`src/rtl/inner_wb_arbiter_pkg.sv`:
```
// Shared encodings for the inner Wishbone arbiter: FSM states, the "no owner"
// marker and the default watchdog limit.
package inner_wb_arbiter_pkg;

  typedef enum logic [1:0] {
    ST_IDLE  = 2'd0,
    ST_OWN   = 2'd1,
    ST_ABORT = 2'd2,
    ST_GAP   = 2'd3
  } state_e;

  localparam logic [1:0] OWNER_NONE      = 2'd3;
  localparam int         TIMEOUT_DEFAULT = 255;

  // Next index in the 0 -> 1 -> 2 -> 0 ring; the "none" code maps to 0.
  function automatic logic [1:0] rr_next(input logic [1:0] idx);
    return (idx >= 2'd2) ? 2'd0 : idx + 2'd1;
  endfunction

endpackage

```
`src/rtl/inner_wb_arbiter_rr_pick3.sv`:
```
// Combinational three-way round-robin pick, zero latency, no backpressure:
// searches from last_i+1 (mod 3) for the first set request bit.
module rr_pick3
  import inner_wb_arbiter_pkg::*;
(
  input  logic [2:0] req_i,
  input  logic [1:0] last_i,
  output logic [1:0] grant_o,
  output logic       valid_o
);

  logic [3:0] req_x;
  logic [1:0] p0, p1, p2;

  always_comb begin
    req_x   = {1'b0, req_i};
    p0      = rr_next(last_i);
    p1      = rr_next(p0);
    p2      = rr_next(p1);
    valid_o = |req_i;
    grant_o = p0;
    if (req_x[p0])      grant_o = p0;
    else if (req_x[p1]) grant_o = p1;
    else if (req_x[p2]) grant_o = p2;
  end

endmodule

```
`src/rtl/inner_wb_arbiter.sv`:
```
// Round-robin owner of the inner Wishbone bus for three cache masters; one cycle
// grant latency, ownership held for the whole cycle; watchdog aborts unacked stb.
module inner_wb_arbiter
  import inner_wb_arbiter_pkg::*;
#(
  parameter int WB_ADDR_W = 24,
  parameter int WB_DATA_W = 16,
  parameter int TIMEOUT   = TIMEOUT_DEFAULT
) (
  input  logic                 i_clk,
  input  logic                 i_rst,
  input  logic                 m0_wb_cyc,
  input  logic                 m0_wb_stb,
  input  logic                 m0_wb_we,
  input  logic [WB_ADDR_W-1:0] m0_wb_adr,
  input  logic [WB_DATA_W-1:0] m0_wb_o_dat,
  input  logic [1:0]           m0_wb_sel,
  input  logic                 m0_wb_4_burst,
  input  logic                 m0_wb_8_burst,
  output logic [WB_DATA_W-1:0] m0_wb_i_dat,
  output logic                 m0_wb_ack,
  output logic                 m0_wb_err,
  input  logic                 m1_wb_cyc,
  input  logic                 m1_wb_stb,
  input  logic                 m1_wb_we,
  input  logic [WB_ADDR_W-1:0] m1_wb_adr,
  input  logic [WB_DATA_W-1:0] m1_wb_o_dat,
  input  logic [1:0]           m1_wb_sel,
  input  logic                 m1_wb_4_burst,
  input  logic                 m1_wb_8_burst,
  output logic [WB_DATA_W-1:0] m1_wb_i_dat,
  output logic                 m1_wb_ack,
  output logic                 m1_wb_err,
  input  logic                 m2_wb_cyc,
  input  logic                 m2_wb_stb,
  input  logic                 m2_wb_we,
  input  logic [WB_ADDR_W-1:0] m2_wb_adr,
  input  logic [WB_DATA_W-1:0] m2_wb_o_dat,
  input  logic [1:0]           m2_wb_sel,
  input  logic                 m2_wb_4_burst,
  input  logic                 m2_wb_8_burst,
  output logic [WB_DATA_W-1:0] m2_wb_i_dat,
  output logic                 m2_wb_ack,
  output logic                 m2_wb_err,
  output logic                 inner_wb_cyc,
  output logic                 inner_wb_stb,
  output logic                 inner_wb_we,
  output logic [WB_ADDR_W-1:0] inner_wb_adr,
  output logic [WB_DATA_W-1:0] inner_wb_o_dat,
  output logic [1:0]           inner_wb_sel,
  output logic                 inner_wb_4_burst,
  output logic                 inner_wb_8_burst,
  input  logic [WB_DATA_W-1:0] inner_wb_i_dat,
  input  logic                 inner_wb_ack,
  input  logic                 inner_wb_err,
  output logic [1:0]           o_owner,
  output logic                 o_timeout
);

  localparam logic [8:0] TO_LIM = 9'(TIMEOUT);

  state_e     state_q, state_d;
  logic [1:0] owner_q, owner_d;
  logic [1:0] last_q, last_d;
  logic [7:0] cnt_q, cnt_d;
  logic       wd_hit;

  logic [2:0] req;
  logic [1:0] pick_gnt;
  logic       pick_vld;

  logic                 own_cyc, own_stb, own_we, own_b4, own_b8;
  logic [WB_ADDR_W-1:0] own_adr;
  logic [WB_DATA_W-1:0] own_dat;
  logic [1:0]           own_sel;

  assign req = {m2_wb_cyc & m2_wb_stb, m1_wb_cyc & m1_wb_stb, m0_wb_cyc & m0_wb_stb};

  rr_pick3 u_pick (
    .req_i   (req),
    .last_i  (last_q),
    .grant_o (pick_gnt),
    .valid_o (pick_vld)
  );

  always_comb begin
    own_cyc = 1'b0; own_stb = 1'b0; own_we = 1'b0; own_b4 = 1'b0; own_b8 = 1'b0;
    own_adr = '0;   own_dat = '0;   own_sel = '0;
    case (owner_q)
      2'd0: begin
        own_cyc = m0_wb_cyc; own_stb = m0_wb_stb; own_we = m0_wb_we; own_adr = m0_wb_adr;
        own_dat = m0_wb_o_dat; own_sel = m0_wb_sel; own_b4 = m0_wb_4_burst; own_b8 = m0_wb_8_burst;
      end
      2'd1: begin
        own_cyc = m1_wb_cyc; own_stb = m1_wb_stb; own_we = m1_wb_we; own_adr = m1_wb_adr;
        own_dat = m1_wb_o_dat; own_sel = m1_wb_sel; own_b4 = m1_wb_4_burst; own_b8 = m1_wb_8_burst;
      end
      2'd2: begin
        own_cyc = m2_wb_cyc; own_stb = m2_wb_stb; own_we = m2_wb_we; own_adr = m2_wb_adr;
        own_dat = m2_wb_o_dat; own_sel = m2_wb_sel; own_b4 = m2_wb_4_burst; own_b8 = m2_wb_8_burst;
      end
      default: ;
    endcase
  end

  always_ff @(posedge i_clk or posedge i_rst) begin
    if (i_rst) begin
      state_q <= ST_IDLE;
      owner_q <= OWNER_NONE;
      last_q  <= 2'd2;
      cnt_q   <= '0;
    end else begin
      state_q <= state_d;
      owner_q <= owner_d;
      last_q  <= last_d;
      cnt_q   <= cnt_d;
    end
  end

  always_comb begin
    state_d = state_q;
    owner_d = owner_q;
    last_d  = last_q;
    cnt_d   = cnt_q;
    wd_hit  = 1'b0;
    case (state_q)
      ST_IDLE: begin
        if (pick_vld) begin
          state_d = ST_OWN;
          owner_d = pick_gnt;
          last_d  = pick_gnt;
          cnt_d   = '0;
        end
      end
      ST_OWN: begin
        if (!own_cyc) begin
          state_d = ST_GAP;
          owner_d = OWNER_NONE;
          cnt_d   = '0;
        end else if (inner_wb_ack || inner_wb_err) begin
          // A termination on the limit cycle still completes the beat.
          cnt_d = '0;
        end else if (own_stb) begin
          if (({1'b0, cnt_q} + 9'd1) >= TO_LIM) begin
            wd_hit  = 1'b1;
            state_d = ST_ABORT;
            cnt_d   = '0;
          end else begin
            cnt_d = cnt_q + 8'd1;
          end
        end
      end
      ST_ABORT: begin
        if (!own_cyc) begin
          state_d = ST_GAP;
          owner_d = OWNER_NONE;
        end
      end
      ST_GAP:  state_d = ST_IDLE;
      default: state_d = ST_IDLE;
    endcase
  end

  always_comb begin
    inner_wb_cyc = 1'b0; inner_wb_stb = 1'b0; inner_wb_we = 1'b0;
    inner_wb_adr = '0;   inner_wb_o_dat = '0; inner_wb_sel = '0;
    inner_wb_4_burst = 1'b0; inner_wb_8_burst = 1'b0;
    m0_wb_i_dat = '0; m0_wb_ack = 1'b0; m0_wb_err = 1'b0;
    m1_wb_i_dat = '0; m1_wb_ack = 1'b0; m1_wb_err = 1'b0;
    m2_wb_i_dat = '0; m2_wb_ack = 1'b0; m2_wb_err = 1'b0;
    o_timeout = wd_hit;
    if (state_q == ST_OWN) begin
      inner_wb_cyc = own_cyc; inner_wb_stb = own_stb; inner_wb_we = own_we;
      inner_wb_adr = own_adr; inner_wb_o_dat = own_dat; inner_wb_sel = own_sel;
      inner_wb_4_burst = own_b4; inner_wb_8_burst = own_b8;
      case (owner_q)
        2'd0: begin m0_wb_i_dat = inner_wb_i_dat; m0_wb_ack = inner_wb_ack; m0_wb_err = inner_wb_err; end
        2'd1: begin m1_wb_i_dat = inner_wb_i_dat; m1_wb_ack = inner_wb_ack; m1_wb_err = inner_wb_err; end
        2'd2: begin m2_wb_i_dat = inner_wb_i_dat; m2_wb_ack = inner_wb_ack; m2_wb_err = inner_wb_err; end
        default: ;
      endcase
    end else if (state_q == ST_ABORT) begin
      // Bus is released; the stranded owner is told via a sticky err.
      case (owner_q)
        2'd0: m0_wb_err = 1'b1;
        2'd1: m1_wb_err = 1'b1;
        2'd2: m2_wb_err = 1'b1;
        default: ;
      endcase
    end
  end

  assign o_owner = owner_q;

endmodule

```
`config.mk`:
```
export PLATFORM = sky130hd
export DESIGN_NAME = inner_wb_arbiter
export DESIGN_NICKNAME = d
export VERILOG_FILES = /design/src/rtl/inner_wb_arbiter_pkg.sv /design/src/rtl/inner_wb_arbiter_rr_pick3.sv /design/src/rtl/inner_wb_arbiter.sv
export SDC_FILE = /design/constraint.sdc
export NUM_CORES = 1
export LEC_CHECK = 0
export CAP_MARGIN = 20
export CORE_MARGIN = 5
export CORE_UTILIZATION = 31
export DETAILED_ROUTE_END_ITERATION = 10
export GPL_TIMING_DRIVEN = 0
export PLACE_DENSITY = 0.89
export SYNTH_ARGS = -nofsm -noshare
export SYNTH_HDL_FRONTEND = slang
export SYNTH_SLANG_ARGS = --single-unit
```
`constraint.sdc`:
```
create_clock -name i_clk -period 3 [get_ports i_clk]
set_input_delay 0.75 -clock i_clk [delete_from_list [all_inputs] [get_ports i_clk]]
set_output_delay 0.75 -clock i_clk [all_outputs]
set_load 0.02 [all_outputs]
```
==> flow_summary.toml <==
[logic_synthesis]
synth.distinct_cells = 53
synth_top_area_share = 0.187
synth.top_cells.by_area = "mux2i_1 (19%), and2_1 (11%), nand2_1 (11%), dfrtp_1 (10%), nor2_1 (9.4%)"
synth_fp_nets = 575
netlist_area_um2 = 2680
synth_edf_count = 0
synthMuxAreaShare = 0.197
yosysSeqAreaShare = 0.132
synth-simple-area-share = 0.389
syn_area_per_cell_um2 = 6.54
synthXorXnorAreaFrac = 0.00327
syn_inst = 409
synth_compound_area_frac = 0.203
synth_area_leader_cell = "mux2i_1"
synth-main-ff-cell = "dfrtp_1"
synth_top_family_by_area = "simple AND/OR/NAND/NOR gates"
synth-seq-cells = 14
async_flop_share = 1.00
synthAdderAreaFrac = 0.0234
ys_warn_count = 0

[cells_and_area]
multi_input_area_um2 = 2220
layoutNonFillerInstCount = 784
fin_area_um2 = 5430
syn_to_final_growth_pct = 103
diodes = 0
fillers = 718
num-nets-final = 846
seqCellArea_um2 = 354
drive_gt1_frac = 0.141

[cts]
clk-insertion-delay-late_ns = 0.25
cts_tree = "built"
clkSinkCount = 14
cts_root_buf = "clkbuf_8"
cts_max_path_buffers = 2
clk_pin_slew_worst_paths_ns = 0.06
cts_buffers = 3
cts_hold_buf = 0
htreeDepth = 1

[route]
wl_met2_mm = 7.94
vias_per_cell = 5.17
wl_mm = 15.3
top_layer_used = "met4"
wl_met1_mm = 5.52
ant_nets = 0
drtPass1Iterations = 5
drt_iter0_drc = 152
drt_drc_violations_left = 0
wl_met3_mm = 1.27
vias = 4055
drt-wirelength-per-cell_um = 19.5

[die]
die_w_um = 103
row_count = 33
fp.dieArea_um2 = 10600
start_util = 0.322
core_um2 = 8300
io_pins = 265
die_y_um = 103

[power_and_ir_drop]
peakVddDrop_v = 0.000461
p_leak_uw = 0.00286
p_per_area_nw_per_um2 = 571

[timing]
setup_viol = 0
min_period_over_period = 0.977
skew_ns = 0.00201
worstMarginPinSlew_ns = 0.557
max_freq_ghz = 0.341
slew_violations = 0
fin_crit_ns = 2.93
rsz0062_at_grt = "true"
hold_violations = 0
slew_headroom = 0.625

[setup_path]
path_cells = "buf_4, or2_2, clkbuf_2, nor2_1, clkdlybuf4s50_1"
critPathMaxFanout = 10
worstPathRequired_ns = 2.25
crit_slowest_cell = "clkdlybuf4s50_1"
cpPeakStageDelay_ns = 0.62
reg2reg_slack_ns = 0.75
crit_type = "reg -> out"
cp-start-kind = "flip-flop"
end_kind = "primary output"
worstPathArrival_ns = 2.18

[placed_design]
gp_congestion = 0.880
dp_cells = 778
dp_hpwl_mm = 12.6
io_buffers = 264
placed_cell_area_um2 = 5450

[hold_path]
hold_path.class = "reg -> reg"

[global_routing]
gr-usage-all-layers = 0.259
grt_first_pass_wirelength_mm = 21.4
grt_start_max_net_pins = 15
overflow = 0
grt_pass1_vias = 3975
antenna_found_initial = 0

[job]
cap_violations = 0

[run_status]
run_status = "finished, final reports clean"
-- cells in the final DEF, fill, tap and decap left out, drive strengths merged, types with 4 or more instances in the layout --
cell and n:
a31oi 7, nor2b 4, and2 47, dlygate4sd2 35, nand2b 4, mux2i 50
clkbuf 64, inv 4, clkdlybuf4s50 173, buf 13, nand2 76, ha 5
o21ai 49, dlymetal6s2s 15, a21oi 7, dfrtp 11, nor2 69
-- power breakdown --
part           leakage, uW  internal, uW  switching [uW]
Combinational      0.00265          1120            1500
Clock            0.0000288           117            77.3
Sequential        0.000178           248            41.9
Total              0.00286          1490            1620
-- cell families (layout without fill, tap and decap cells) --
family                     Yosys count  after routing
adders and majority gates            5              5
muxes                               52             52
xor gates and xnor gates             1              1
and+or+nand+nor                    218            218
DFF                                 14             14
buffers and inverters               34            304
AOI/OAI and AO/OA                   85             85
-- state kept, by name, indices dropped and copies added (netlist names) --
| name | flops |
|---|---|
| cnt_q | 8 |
| last_q | 2 |
| o_owner | 2 |
| state_q | 2 |
-- cell usage after synthesis (3+ instances only) --
library cell,n
nor2b_1,4
nor3_1,3
nand2b_1,4
mux2i_1,50
and2_1,47
dfrtp_1,11
a31oi_1,7
buf_2,4
a21oi_1,7
buf_1,3
nand2_1,76
nor2_1,67
ha_1,5
o21ai_0,48
o22a_1,3
inv_1,4
dfstp_2,3
clkbuf_1,22
-- routing by layer --
layer  GRT usage  vias up
met5           0        -
met4      0.0807        0
met3      0.0365       44
met2       0.492      209
met1       0.295     1866
li1            -     1936
-- timing repair --
item,in CTS,in global routing
gates resized for setup,121,99
endpoints found under the setup margin,102,57
buffers inserted,3,2
pin swaps,2,1
-- through the flow --
step	total power, uW	util	TNS [ns]	setup WS, ns	hold slack [ns]
after floorplan	1840	-	0	0.389	0.489
after global placement	2780	0.657	-35.58	-0.577	0.504
after detailed placement	2840	0.657	-35.77	-0.593	0.528
after CTS	3090	0.665	0	0.0000973	0.544
after global routing	3330	0.655	-0.00385	-0.00385	0.559
final	3110	0.655	0	0.0687	0.544
-- critical path: cells and delay by family, from the launching register on --
family        cells  cell delay [ns]
buf+inv           3             1.02
flops             1             0.38
simple gates      2             0.52
-- path summary, 6_finish.rpt --
| path | end | start | depth (start not counted) |
|---|---|---|---|
| max reg2reg | state_q[1] | cnt_q[1] | 9 |
| max in group asynchronous | o_owner[0] | i_rst | 2 |
| min | state_q[0] | state_q[0] | 1 |
| max | m0_wb_i_dat[14] | o_owner[1] | 5 |
| min in group asynchronous | last_q[0] | i_rst | 2 |
| min reg2reg | state_q[0] | state_q[0] | 1 |
-- cell type report --
type                    count  area share
plain buffers              27      0.0352
inverters                   4     0.00276
multi-input cells         361       0.408
repair buffers            269       0.455
well taps                 105      0.0242
flip-flops and latches     14      0.0652
clock buffers               4      0.0101
Note: power is estimated with default switching activity, not from simulation.
